===== src/rtl/decode_pkg.sv =====
// rtl/decode_pkg.sv - opcode, PC-control and state encodings for the decode stage
package decode_pkg;

   localparam int IW = 10;

   localparam logic [3:0] OP_NOP  = 4'b0000;
   localparam logic [3:0] OP_BEQZ = 4'b1100;
   localparam logic [3:0] OP_JR   = 4'b1101;
   localparam logic [3:0] OP_J    = 4'b1110;
   localparam logic [3:0] OP_HALT = 4'b1111;

   localparam logic [1:0] PC_INC    = 2'b00;
   localparam logic [1:0] PC_JUMP   = 2'b01;
   localparam logic [1:0] PC_REG    = 2'b10;
   localparam logic [1:0] PC_BRANCH = 2'b11;

   typedef enum logic [1:0] {
      S_RUN    = 2'd0,
      S_SQUASH = 2'd1,
      S_HALT   = 2'd2
   } state_t;

   function automatic logic [3:0] opcode_of(input logic [IW-1:0] word);
      return word[IW-1:IW-4];
   endfunction

endpackage


===== src/rtl/if_id_reg.sv =====
// rtl/if_id_reg.sv - IF/ID instruction register and valid flag
module if_id_reg #(
   parameter int            IW       = 10,
   parameter logic [IW-1:0] NOP_WORD = '0
) (
   input  logic          clk,
   input  logic          reset,
   input  logic          load,
   input  logic          squash,
   input  logic [IW-1:0] instr_d,
   output logic [IW-1:0] ir,
   output logic          v
);

   // Capture the fetched word when enabled; a squashed load marks it invalid
   always_ff @(posedge clk or posedge reset) begin
      if (reset) begin
         ir <= NOP_WORD;
         v  <= 1'b0;
      end else if (load) begin
         ir <= instr_d;
         v  <= ~squash;
      end
   end

endmodule


===== src/rtl/decode_stage.sv =====
// rtl/decode_stage.sv - IF/ID stage: control-flow decode and fetch PC control
module decode_stage
   import decode_pkg::*;
#(
   parameter int            IW       = 10,
   parameter logic [IW-1:0] NOP_WORD = 10'b0000000000
) (
   input  logic          clk,
   input  logic          reset,
   input  logic [IW-1:0] instruction,
   input  logic          stall,
   output logic [1:0]    reg_raddr,
   input  logic [IW-1:0] reg_rdata,
   output logic [1:0]    pc_control,
   output logic [IW-1:0] branch_control,
   output logic [4:0]    jump_address,
   output logic [2:0]    branch_address,
   output logic [IW-1:0] reg_address,
   output logic [IW-1:0] id_instr,
   output logic          id_valid,
   output logic          halted
);

   state_t        state, state_next;
   logic [IW-1:0] ir;
   logic          v;
   logic [3:0]    op;
   logic          redirect;
   logic          halt_op;
   logic          load;
   logic          squash;

   assign op        = opcode_of(ir);
   assign reg_raddr = ir[5:4];
   assign id_instr  = ir;

   // The wrong-path word behind a redirect, the bubble leaving SQUASH and the
   // word behind a HALT all enter the register marked invalid
   assign halt_op = v && (op == OP_HALT) && (state != S_HALT);
   assign load    = (state != S_HALT) && !stall;
   assign squash  = (state != S_RUN) || redirect || halt_op;

   if_id_reg #(
      .IW       (IW),
      .NOP_WORD (NOP_WORD)
   ) u_if_id_reg (
      .clk     (clk),
      .reset   (reset),
      .load    (load),
      .squash  (squash),
      .instr_d (instruction),
      .ir      (ir),
      .v       (v)
   );

   // State register: RUN / SQUASH / HALT
   always_ff @(posedge clk or posedge reset) begin
      if (reset) state <= S_RUN;
      else       state <= state_next;
   end

   // Output decode with priority HALT > stall > redirect > default, plus next state
   always_comb begin
      pc_control     = PC_INC;
      branch_control = {IW{1'b1}};
      jump_address   = ir[4:0];
      branch_address = ir[2:0];
      reg_address    = reg_rdata;
      id_valid       = v;
      halted         = 1'b0;
      redirect       = 1'b0;
      state_next     = state;

      if (state == S_HALT) begin
         pc_control   = PC_JUMP;
         jump_address = 5'd0;
         id_valid     = 1'b0;
         halted       = 1'b1;
      end else if (stall) begin
         pc_control   = PC_JUMP;
         jump_address = 5'd0;
      end else begin
         if (v) begin
            case (op)
               OP_J: begin
                  pc_control = PC_JUMP;
                  redirect   = 1'b1;
               end
               OP_JR: begin
                  pc_control = PC_REG;
                  redirect   = 1'b1;
               end
               OP_BEQZ: begin
                  pc_control     = PC_BRANCH;
                  branch_control = reg_rdata;
                  redirect       = (reg_rdata == '0);
               end
               default: pc_control = PC_INC;
            endcase
         end

         if (halt_op)       state_next = S_HALT;
         else if (redirect) state_next = S_SQUASH;
         else               state_next = S_RUN;
      end
   end

endmodule


===== config.mk =====
export PLATFORM = sky130hd
export DESIGN_NAME = decode_stage
export DESIGN_NICKNAME = d
export VERILOG_FILES = /design/src/rtl/decode_pkg.sv /design/src/rtl/if_id_reg.sv /design/src/rtl/decode_stage.sv
export SDC_FILE = /design/constraint.sdc
export NUM_CORES = 1
export LEC_CHECK = 0
export ABC_CLOCK_PERIOD_IN_PS = 1450
export BUFFER_PORTS_ARGS = -buffer_cell sky130_fd_sc_hd__buf_2
export CORE_ASPECT_RATIO = 1.1
export CORE_MARGIN = 2
export CORE_UTILIZATION = 35
export CTS_CLUSTER_SIZE = 14
export DETAILED_ROUTE_END_ITERATION = 10
export PLACE_DENSITY = 0.75
export SYNTH_ARGS = -nofsm -noshare
export SYNTH_HDL_FRONTEND = slang
export SYNTH_HIERARCHICAL = 1
export SYNTH_SLANG_ARGS = --single-unit
export TNS_END_PERCENT = 30

===== constraint.sdc =====
create_clock -name clk -period 1.45 [get_ports clk]
set_clock_uncertainty 0.2 [all_clocks]
set_input_delay 0 -clock clk [delete_from_list [all_inputs] [get_ports clk]]
set_output_delay 0 -clock clk [all_outputs]
set_load 0.05 [all_outputs]

==> impl_metrics.ini <==
[outcome]
status = finished with violations
violations = setup timing

[routing]
route.detailed.drc = 0
wl_um = 2460
drt_iter0_markers = 6
via_count = 923
firstDrtPassIters = 4
vias_per_cell = 4.71
drt-wirelength-per-cell_um = 12.6
ant_nets = 0

[worst_setup_path]
crit_type = reg -> out
crit_fanout = 5
r2r_setup_slack_ns = -0.01
reg2reg_depth = 5
cp_slowest_stage_delay_ns = 0.42
crit_start = u_if_id_reg/ir[7]
startpoint_type = register
cp_slowest_cell = dfrtp_1
critPathCaptureType = primary output
crit_arrival_ns = 1.50
required_ns = 1.25
rr_endpoint = u_if_id_reg/ir[0]
rr_startpoint = state[1]
path_cells = nor2_1 > nor4b_4 > buf_4 > nand2b_1 > buf_6

[logic_synthesis]
synth_area_um2 = 862
netlist_top_cells_area = dfrtp_1, mux2_4, buf_4
synthFlopType = dfrtp_1
avgSynthCellArea_um2 = 10.6
ys_seq_elements = 13
yosys.area.top_type = dfrtp_1
async_flop_share = 1.00
synth_edf_count = 0
synth_top_area_frac = 0.377
ys_seq_area_frac = 0.377
ys_warn_count = 6
synth.most_common_cell = buf_4
synth_cell_types = 24
synth_cells = 81
synth_nets = 104
synthTopCellsByCount = buf_4, dfrtp_1, nand2b_1

[clock_network]
clk_pin_slew_worst_paths_ns = 0.08
clkSinkCount = 13
htreeDepth = 1
cts-root-buf = clkbuf_4
clk_latency_ns = 0.27
numCtsBuffers = 3
cts_tree = built
clockBufferDepth = 2

[floorplanning]
chipHeight_um = 56.1
coreArea_um2 = 2300
die_area_um2 = 2880
pin_count = 67
rows = 18
start_util = 0.375
die_x_um = 51.3

[global_routing]
grt_pass1_vias = 892
grt_pass1_wl_um = 3900
gr-total-overflow = 0
grt_max_degree = 12
antenna_found_initial = 0
grt_usage = 0.175

[finish]
syn_to_final_growth_pct = 86.1
diodes = 0
fill_cells = 180
layout.nets = 190
stdcell_count = 196
drive_gt1_frac = 0.675
finalInstanceArea_um2 = 1600

[place]
place_area_um2 = 1200
portBuffers = 66
dp_cells = 171
place_hpwl_um = 1720
gp_congestion = 0.737

[sta]
fmax_ghz = 0.587
relSlewSlack = 0.717
hold_viol = 0
period_needed_ns = 1.70
rsz0062_at_grt = yes
worstMarginPinSlew_ns = 0.424
hold_slack_ns = 0.0650
min_period_over_period = 1.17
slew_viol_final = 0
worst_slack_ns = -0.254
setup_viol = 19

[power]
p_leak_nw = 0.833
powerDensity_nw_per_um2 = 1090
ir_worst_vdd_v = 0.000611

[min_path]
worstHoldPathType = in -> async

[flow_run]
cap_violations = 0
## layout by cell type (no fill, tap or decap), drive strengths merged
cell type,netlist,layout
buf,16,84
dlygate4sd3,0,13
dfrtp,13,13
nand2b,11,11
mux2,10,10
inv,6,6
and3,5,5
clkbuf,0,4
nor2,3,3
nand2,2,2
and2,2,2
nor4,2,2
nor3,2,2
nand3,1,1
a311oi,1,1
o41ai,1,1
a22o,1,1
o21ai,1,1
nor4b,1,1
a21oi,1,1
o31ai,1,1
mux2i,1,1
## power by group
group / switching [mW] / internal [mW]
Combinational: 0.647 / 0.396
Sequential: 0.0611 / 0.424
Clock: 0.112 / 0.106
## worst max-delay path by stage
stage,end,slack (ns)
after global placement,branch_control[0],0.04
after global routing,branch_control[7],-0.39
after CTS,branch_control[6],-0.25
after floorplan,branch_control[0],-0.32
final,branch_control[1],-0.25
after detailed placement,u_if_id_reg/ir[0],-0.003
## metrics by stage
step | power [mW] | setup TNS [ns] | util | setup WS [ns]
finish | 1.75 | -2.84 | 0.698 | -0.254
global route | 1.85 | -5.22 | 0.698 | -0.394
CTS | 1.70 | -2.95 | 0.656 | -0.249
detailed placement | 1.35 | -0.00344 | 0.522 | -0.00344
global placement | 1.34 | 0 | 0.522 | 0.0373
floorplan | 1.17 | -4.47 | - | -0.323
## layer usage
metal  track usage  vias up  wire length [µm]
met3        0.0296        2               216
met2         0.315       61              1240
met4        0.0677        0                17
met5             0        -                 0
li1              -      434                 -
met1         0.202      426               988
## critical path: cells and delay by family (launching register included)
kind / cells / cell delay (ns)
AND/OR/NAND/NOR: 3 / 0.46
flip-flops: 1 / 0.42
buffers and inverters: 2 / 0.35
## sequential cells by signal (all words and copies together) (netlist names)
register,cells
state,2
u_if_id_reg/ir,10
u_if_id_reg/v,1
## layout make-up
| class | instances | area (µm²) | area share |
|---|---|---|---|
| clock buffers | 4 | 26.3 | 0.0164 |
| inverters | 6 | 25.0 | 0.0156 |
| multi-input cells | 46 | 453 | 0.282 |
| repair buffers | 97 | 733 | 0.457 |
| well taps | 30 | 37.5 | 0.0234 |
| flip-flops and latches | 13 | 329 | 0.205 |
## kinds of logic (layout without fill, tap and decap cells)
logic type | after synthesis | after routing | share of synthesized area
buffers and inverters | 22 | 107 | 0.170
and+or+nand+nor | 29 | 29 | 0.221
AOI/OAI and AO/OA | 6 | 6 | 0.0508
DFF | 13 | 13 | 0.377
muxes | 11 | 11 | 0.181
## what timing repair did
action,CTS,global route
endpoints found under the hold margin,25,2
setup endpoints to repair,21,31
setup buffers,4,3
pin swaps,1,1
resized for setup,40,15
hold buffers,12,1
gates cloned,1,0
No activity file was read; power rests on OpenSTA's default activity.
